--- src/rtl/oc_mon_pkg.sv ---
// Shared state encoding and agreement helper for the open-collector agreement monitor.
package oc_mon_pkg;

  localparam int DEFAULT_SETTLE_CYCLES = 4;
  localparam int MAX_IMPL = 32;

  typedef enum logic [2:0] {IDLE, ARMED, SETTLE, SAMPLE, DONE} mon_state_e;

  // True only when the low n bits are all 0 or all 1; any X/Z bit makes it false.
  function automatic logic all_equal(input logic [MAX_IMPL-1:0] v, input int n);
    logic zeros;
    logic ones;
    zeros = 1'b1;
    ones  = 1'b1;
    for (int i = 0; i < MAX_IMPL; i++) begin
      if (i < n) begin
        if (v[i] !== 1'b0) zeros = 1'b0;
        if (v[i] !== 1'b1) ones = 1'b0;
      end
    end
    return zeros | ones;
  endfunction

endpackage

--- src/rtl/oc_sat_counter.sv ---
// Saturating up-counter with synchronous clear; clear has priority over increment.
module oc_sat_counter #(
  parameter int CNT_W = 8
) (
  input  logic             clk,
  input  logic             rst_n,
  input  logic             clr,
  input  logic             inc,
  output logic [CNT_W-1:0] count
);

  always_ff @(posedge clk or negedge rst_n) begin
    if (!rst_n) begin
      count <= '0;
    end else if (clr) begin
      count <= '0;
    end else if (inc && (count != {CNT_W{1'b1}})) begin
      count <= count + 1'b1;
    end
  end

endmodule

--- src/rtl/oc_agreement_monitor.sv ---
// Checks that N_IMPL parallel open-collector implementations agree once the stimulus settles.
// Optional first-failure capture ports are enabled by defining OC_FIRST_FAIL_EN.
module oc_agreement_monitor
  import oc_mon_pkg::*;
#(
  parameter int N_IMPL        = 3,
  parameter int SETTLE_CYCLES = DEFAULT_SETTLE_CYCLES,
  parameter int CNT_W         = 8
) (
  input  logic              clk,
  input  logic              rst_n,
  input  logic              start,
  input  logic              stop,
  input  logic [2:0]        abc_in,
  input  logic [N_IMPL-1:0] y0_in,
  input  logic [N_IMPL-1:0] y1_in,
  output logic              busy,
  output logic              sample_vld,
  output logic              sample_err,
  output logic              done,
  output logic              pass,
  output logic [CNT_W-1:0]  mismatch_cnt,
`ifdef OC_FIRST_FAIL_EN
  output logic [2:0]        first_fail_abc,
  output logic [N_IMPL-1:0] first_fail_y0,
  output logic [N_IMPL-1:0] first_fail_y1,
  output logic              first_fail_vld,
`endif
  output logic [CNT_W-1:0]  vec_cnt
);

  localparam int SW = (SETTLE_CYCLES > 1) ? $clog2(SETTLE_CYCLES) : 1;
  localparam logic [SW-1:0] SETTLE_LAST = SW'(SETTLE_CYCLES - 1);

  mon_state_e    state_q, state_d;
  logic [2:0]    abc_q, abc_d;
  logic [SW-1:0] cnt_q, cnt_d;
  logic          sample_now;
  logic          err;

  assign err = !(all_equal(MAX_IMPL'(y0_in), N_IMPL) && all_equal(MAX_IMPL'(y1_in), N_IMPL));

  always_ff @(posedge clk or negedge rst_n) begin
    if (!rst_n) begin
      state_q    <= IDLE;
      abc_q      <= '0;
      cnt_q      <= '0;
      sample_vld <= 1'b0;
      sample_err <= 1'b0;
    end else begin
      state_q    <= state_d;
      abc_q      <= abc_d;
      cnt_q      <= cnt_d;
      sample_vld <= sample_now;
      sample_err <= sample_now & err;
    end
  end

  // start overrides everything; stop is applied after the state action so a SAMPLE still counts.
  always_comb begin
    state_d    = state_q;
    abc_d      = abc_q;
    cnt_d      = cnt_q;
    sample_now = 1'b0;
    if (start) begin
      state_d = ARMED;
      abc_d   = abc_in;
      cnt_d   = '0;
    end else begin
      case (state_q)
        ARMED: begin
          if (abc_in != abc_q) begin
            state_d = SETTLE;
            abc_d   = abc_in;
            cnt_d   = '0;
          end
        end
        SETTLE: begin
          if (abc_in != abc_q) begin
            abc_d = abc_in;
            cnt_d = '0;
          end else if (cnt_q == SETTLE_LAST) begin
            state_d = SAMPLE;
          end else begin
            cnt_d = cnt_q + 1'b1;
          end
        end
        SAMPLE: begin
          sample_now = 1'b1;
          state_d    = ARMED;
        end
        default: ;
      endcase
      if (stop) state_d = DONE;
    end
  end

  oc_sat_counter #(.CNT_W(CNT_W)) u_mismatch_cnt (
    .clk   (clk),
    .rst_n (rst_n),
    .clr   (start),
    .inc   (sample_now & err),
    .count (mismatch_cnt)
  );

  oc_sat_counter #(.CNT_W(CNT_W)) u_vec_cnt (
    .clk   (clk),
    .rst_n (rst_n),
    .clr   (start),
    .inc   (sample_now),
    .count (vec_cnt)
  );

  assign busy = (state_q == ARMED) || (state_q == SETTLE) || (state_q == SAMPLE);
  assign done = (state_q == DONE);
  assign pass = done && (mismatch_cnt == '0) && (vec_cnt != '0);

`ifdef OC_FIRST_FAIL_EN
  // Only the first mismatching vector after start is kept, for post-run diagnosis.
  always_ff @(posedge clk or negedge rst_n) begin
    if (!rst_n) begin
      first_fail_abc <= '0;
      first_fail_y0  <= '0;
      first_fail_y1  <= '0;
      first_fail_vld <= 1'b0;
    end else if (start) begin
      first_fail_abc <= '0;
      first_fail_y0  <= '0;
      first_fail_y1  <= '0;
      first_fail_vld <= 1'b0;
    end else if (sample_now && err && !first_fail_vld) begin
      first_fail_abc <= abc_q;
      first_fail_y0  <= y0_in;
      first_fail_y1  <= y1_in;
      first_fail_vld <= 1'b1;
    end
  end
`else
  // Default build keeps no failure-capture state.
`endif

endmodule

--- config.mk ---
export PLATFORM = sky130hd
export DESIGN_NAME = oc_agreement_monitor
export DESIGN_NICKNAME = d
export VERILOG_FILES = /design/src/rtl/oc_mon_pkg.sv /design/src/rtl/oc_sat_counter.sv /design/src/rtl/oc_agreement_monitor.sv
export SDC_FILE = /design/constraint.sdc
export NUM_CORES = 1
export LEC_CHECK = 0
export CORE_MARGIN = 1.5
export CORE_UTILIZATION = 35
export DETAILED_ROUTE_END_ITERATION = 8
export GPL_TIMING_DRIVEN = 0
export PLACE_DENSITY = 0.57
export SYNTH_ARGS = -nofsm -noshare
export SYNTH_HDL_FRONTEND = slang
export SYNTH_SLANG_ARGS = --single-unit
--- constraint.sdc ---
create_clock -name clk -period 2.28 [get_ports clk]
set_input_delay 0.456 -clock clk [delete_from_list [all_inputs] [get_ports clk]]
set_output_delay 0.456 -clock clk [all_outputs]
set_load 0.05 [all_outputs]
# ---- After elaboration in Yosys (flattened, before gate mapping)
# Index checks and enable logic that the tools add are counted.
dict set report word_totals {
  reg_bits 26
  latch_bits 0
  ramBits 0
  romBits 0
  inputBits 13
  mem_count 0
}
dict set report op_classes {
  add_sub_neg 3
  mul 0
  n_div 0
  magnitude_cmp 0
  eq_ne 25
  shifts 0
  n_mux 32
  n_bitwise 3
  reduce_logical 20
}
# cell count
set op_table {}
lappend op_table {{$mux W8} 4}
lappend op_table {{$mux W3} 8}
lappend op_table {{$add A8 B1 Y8 const B} 2}
lappend op_table {{$ne A4 B4 Y1 const B} 4}
lappend op_table {{$ne A8 B8 Y1 const B} 2}
lappend op_table {{$mux W1} 14}
lappend op_table {{$nex A1 B1 Y1 const B} 12}
lappend op_table {{$pmux W3 S3} 1}
lappend op_table {{$logic_not A8 Y1} 1}
lappend op_table {{$mux W2} 4}
lappend op_table {{$reduce_bool A2 Y1} 4}
lappend op_table {{$reduce_bool A8 Y1} 1}
lappend op_table {{$eq A3 B2 Y1 const B} 2}
lappend op_table {{$logic_and A1 B1 Y1} 5}
lappend op_table {{$reduce_bool A5 Y1} 1}
lappend op_table {{$pmux W2 S2} 1}
lappend op_table {{$reduce_and A4 Y1} 1}
lappend op_table {{$eq A3 B1 Y1 const B} 1}
lappend op_table {{$eq A3 B3 Y1 const B} 1}
lappend op_table {{$ne A3 B3 Y1} 1}
lappend op_table {{$ne A3 B3 Y1 const B} 1}
lappend op_table {{$reduce_and A3 Y1} 1}
lappend op_table {{$reduce_bool A3 Y1} 1}
lappend op_table {{$add A2 B1 Y2 const B} 1}
lappend op_table {{7 further kinds} 9}

# ---- Longest topological paths before layout
dict set report depth {
  depth_word 11
  ltp_mapped 7
}

# ---- Modules after synthesis
# From an unflattened synthesis, not the netlist that was laid out.
dict set report unflattened {
  cells_unflattened 156
  hier_area_um2 1516.5
}
# mod n_inst cells_each area_each_um2
set modules_own_cells {}
lappend modules_own_cells {oc_sat_counter 2 49 464.2}
lappend modules_own_cells {oc_agreement_monitor 1 58 588.1}

# ---- Least setup slack after synthesis
# OpenSTA, ideal clock, no wires.
dict set report synth_timing {
  path_kind {reg-to-output}
  from {register state_q[2]}
  to {output port pass}
  arrival_ns 2.636
  t_required_ns 1.824
  setup_slack_ns -0.812
  stages_incl_launch_ff 6
  cell_sequence {dfrtp_1 > buf_2 > inv_1 > nor3_1 > nand3_1 > a21oi_1}
}
dict set report synth_between {
  elab_chain_len 3
}
# element line
set synth_rtl {}
lappend synth_rtl {{from (decl)} oc_agreement_monitor.sv:35} ;# mon_state_e state_q, state_d;
lappend synth_rtl {{from (signal assigned)} oc_agreement_monitor.sv:51} ;# state_q <= state_d;
lappend synth_rtl {{$eq A3 B3 Y1} oc_agreement_monitor.sv:115} ;# assign done = (state_q == DONE);
lappend synth_rtl {{via done} oc_agreement_monitor.sv:20} ;# output logic done,
lappend synth_rtl {{$logic_and A1 B1 Y1 (2 in series)} oc_agreement_monitor.sv:116} ;# assign pass = done && (mismatch_cnt == '0) && (vec_cnt != '0);
lappend synth_rtl {{to (decl)} oc_agreement_monitor.sv:21} ;# output logic pass,
# The timed path passes the listed nets, and every way through them passes these cells.

# ---- Worst setup path after layout
dict set report layout_timing {
  from {register u_mismatch_cnt.count[0]}
  to {output port pass}
}
dict set report layout_between {
  elab_chain_len 3
}
# element line
set layout_rtl {}
lappend layout_rtl {{from (decl)} oc_sat_counter.sv:9} ;# output logic [CNT_W-1:0] count
lappend layout_rtl {{from (signal assigned)} oc_sat_counter.sv:18} ;# count <= count + 1'b1;
lappend layout_rtl {{$logic_not A8 Y1} oc_agreement_monitor.sv:116}
lappend layout_rtl {{$logic_and A1 B1 Y1 (2 in series)} oc_agreement_monitor.sv:116}
# Every way passes these cells.

==> flow_summary.json <==
{
  "grt_pass1_vias": 1116,
  "cts_resized": 7,
  "synth_edf_count": 0,
  "die_w_um": 67.6,
  "finalNonFillerCells": 241,
  "hold_viol_final": 0,
  "dp.cells": 237,
  "path_cells": "inv_1 > ha_1 > nor4b_1 > nand3_1 > a21oi_2 > buf_2",
  "cts_made_buffers": 3,
  "clkLatencyLatePin_ns": 0.27,
  "place_hpwl_mm": 2.51,
  "core-area_um2": 4000,
  "power.share.sequential": 0.483,
  "diodes": 0,
  "end_kind": "primary output",
  "clk_pin_slew_ns": 0.09,
  "fin_nets": 210,
  "grt-ovfl-total": 0,
  "intPower_uw": 765,
  "synth.cell_area_um2": 1460,
  "arrival_ns": 1.72,
  "htree_levels": 1,
  "ys_ff_latch": 26,
  "clock.fmax_ghz": 0.460,
  "synth_top_family_by_area": "simple AND/OR/NAND/NOR gates",
  "utilization": 0.483,
  "port_buffers": 33,
  "antenna_found_initial": 0,
  "critPathMaxStageDelay_ns": 0.43,
  "synth-compound-area-share": 0.166,
  "regArea_um2": 651,
  "routedWlPerCell_um": 13.9,
  "drc": 0,
  "grtUsageTotal": 0.155,
  "die_area_um2": 4570,
  "postRouteAntennaNets": 0,
  "slowest_stage": "dfrtp_1",
  "synth_mux_area_frac": 0.0514,
  "criticalPathCategory": "register to primary output",
  "ys.flop_type": "dfrtp_1",
  "min_path_type": "register to register",
  "ioPinCount": 34,
  "synth_xor_xnor_area_share": 0.0240,
  "final_cell_area_um2": 1930,
  "rsz0062_at_grt": "false",
  "rows": 23,
  "viasPerCell": 5.41,
  "slew_headroom": 0.223,
  "switchingPower_uw": 238,
  "drv_slew": 0,
  "die_h_um": 67.6,
  "fillCellCount": 366,
  "clockPowerShare": 0.383,
  "irDropWorstVdd_v": 0.000278,
  "yosysWarnings": 0,
  "power-per-cell-area_nw_per_um2": 519,
  "synthCells": 154,
  "max-cap-violations": 0,
  "initial_core_util": 0.365,
  "switching_share": 0.237,
  "setup_viol": 0,
  "syn2layout_area_growth_pct": 32.3,
  "worst_slew_pin_slew_ns": 1.16,
  "num_vias": 1303,
  "gp_congestion": 0.814,
  "p_leak_nw": 0.767,
  "post-route-period-util": 0.953,
  "synth_fa_ha_area_frac": 0.0428,
  "crit_buf_inv": 2,
  "critPathMaxFanout": 5,
  "crit_family": "flip-flops",
  "grt_max_degree": 27,
  "worst_setup_path_start_kind": "register",
  "min_period_ns": 2.17,
  "outcome": "completed",
  "postCtsHoldBufs": 0,
  "ys_seq_area_frac": 0.445,
  "p_comb_frac": 0.134,
  "drtIter0Drc": 46,
  "clockRootBuffer": "clkbuf_8",
  "multi_input_area_um2": 763,
  "cts.sinks": 26,
  "async_flop_share": 1.00,
  "grt_pass1_wl_mm": 5.30,
  "post_cts_buffers": 0,
  "cts_tree": "yes",
  "syn_nets": 172,
  "skew_ns": 0.00587,
  "cp.required_ns": 1.82,
  "clockBufferDepth": 2,
  "drive_gt1_frac": 0.0785,
  "first_pass_iters": 4,
  "dpl_cell_area_um2": 1870,
  "syn_area_per_cell_um2": 9.49,
  "synth-simple-area-share": 0.228,
  "yosysUniqueCellTypes": 38,
  "wl_mm": 3.35
}
-- cell usage in the layout, fill, tap and decap left out, drive strengths merged, types with 2 or more instances in the layout --
cell type,synthesis,layout
xor2,3,3
nand4,4,4
a31oi,2,2
or3,4,4
nor3,7,7
and3,2,2
clkbuf,2,5
buf,2,3
ha,5,5
clkdlybuf4s50,0,30
mux2i,3,3
nor4b,2,2
a21oi,8,8
or4,3,3
dfrtp,26,26
o22ai,2,2
a311o,2,2
o41ai,2,2
nand3,12,12
o311ai,2,2
o21ai,8,8
a211oi,2,2
o31ai,4,4
nand2,10,10
nor2,11,11
mux2,4,4
inv,11,11
dlygate4sd2,0,2
-- routing by layer --
| metal | part of all wire | routed length [um] | global-route usage | up-vias |
|---|---|---|---|---|
| met3 | 0.037 | 123 | 0.0200 | 4 |
| li1 | - | - | - | 652 |
| met5 | 0 | 0 | 0 | - |
| met2 | 0.49 | 1640 | 0.250 | 30 |
| met1 | 0.46 | 1550 | 0.211 | 617 |
| met4 | 0.011 | 36 | 0.0612 | 0 |
-- cell usage after synthesis (4+ instances only) --
library cell | count | area, um^2
dfrtp_1 | 26 | 651
nand3_1 | 12 | 60.1
nor2_1 | 11 | 41.3
inv_1 | 10 | 37.5
nand2_1 | 10 | 37.5
a21oi_1 | 8 | 40.0
o21ai_0 | 8 | 40.0
nor3_1 | 7 | 35.0
ha_1 | 5 | 62.6
mux2_2 | 4 | 45.0
nand4_1 | 4 | 25.0
o31ai_1 | 4 | 30.0
or3_1 | 4 | 25.0
-- flip-flops by register name (all words and copies together) (netlist names) --
signal and flops:
u_mismatch_cnt.count 8, u_vec_cnt.count 8, abc_q 3, state_q 3, cnt_q 2, sample_err 1
sample_vld 1
-- per-stage QoR --
step | worst slack [ns] | setup TNS (ns) | power, mW | hold slack (ns)
global route | 0.00938 | 0 | 1.05 | 0.534
finish | 0.106 | 0 | 1.00 | 0.505
global placement | -0.139 | -0.611 | 0.628 | 0.489
floorplan | 0.142 | 0 | 0.573 | 0.160
detailed placement | -0.161 | -0.736 | 0.632 | 0.497
CTS | 0.0749 | 0 | 1.02 | 0.510
-- final cells by class --
class / count / share of cell area
multi-input combinational: 112 / 0.395
sequential: 26 / 0.337
clock buffer: 3 / 0.0214
buffer: 4 / 0.00906
inverter: 12 / 0.0233
timing repair buffer: 33 / 0.167
tap: 50 / 0.0324
clock inverter: 1 / 0.0155
-- final timing paths --
path                                         start                       to  slack (ns)  depth (start not counted)
max                        u_mismatch_cnt.count[0]                     pass        0.11                          6
min                                       cnt_q[0]                 cnt_q[0]        0.50                          1
max reg2reg                     u_vec_cnt.count[0]       u_vec_cnt.count[4]        0.43                          6
min reg2reg                               cnt_q[0]                 cnt_q[0]        0.50                          1
max in group asynchronous                    rst_n               state_q[1]        0.79                          1
min in group asynchronous                    rst_n  u_mismatch_cnt.count[6]        0.80                          1
-- logic make-up after synthesis --
| logic type | count (synthesis) |
|---|---|
| mux | 7 |
| flops | 26 |
| fa+ha+maj | 5 |
| buf+inv | 16 |
| xor+xnor | 4 |
| compound gates | 36 |
| simple gates | 60 |
-- power groups by stage --
stage	clock network [mW]	registers [mW]	logic, mW
2_1_floorplan	0	0.497	0.0753
3_3_place_gp	0	0.493	0.136
3_5_place_dp	0	0.494	0.138
4_1_cts	0.394	0.485	0.137
5_1_grt	0.413	0.486	0.147
6_report	0.385	0.484	0.134
(Power assumes the default switching activity.)
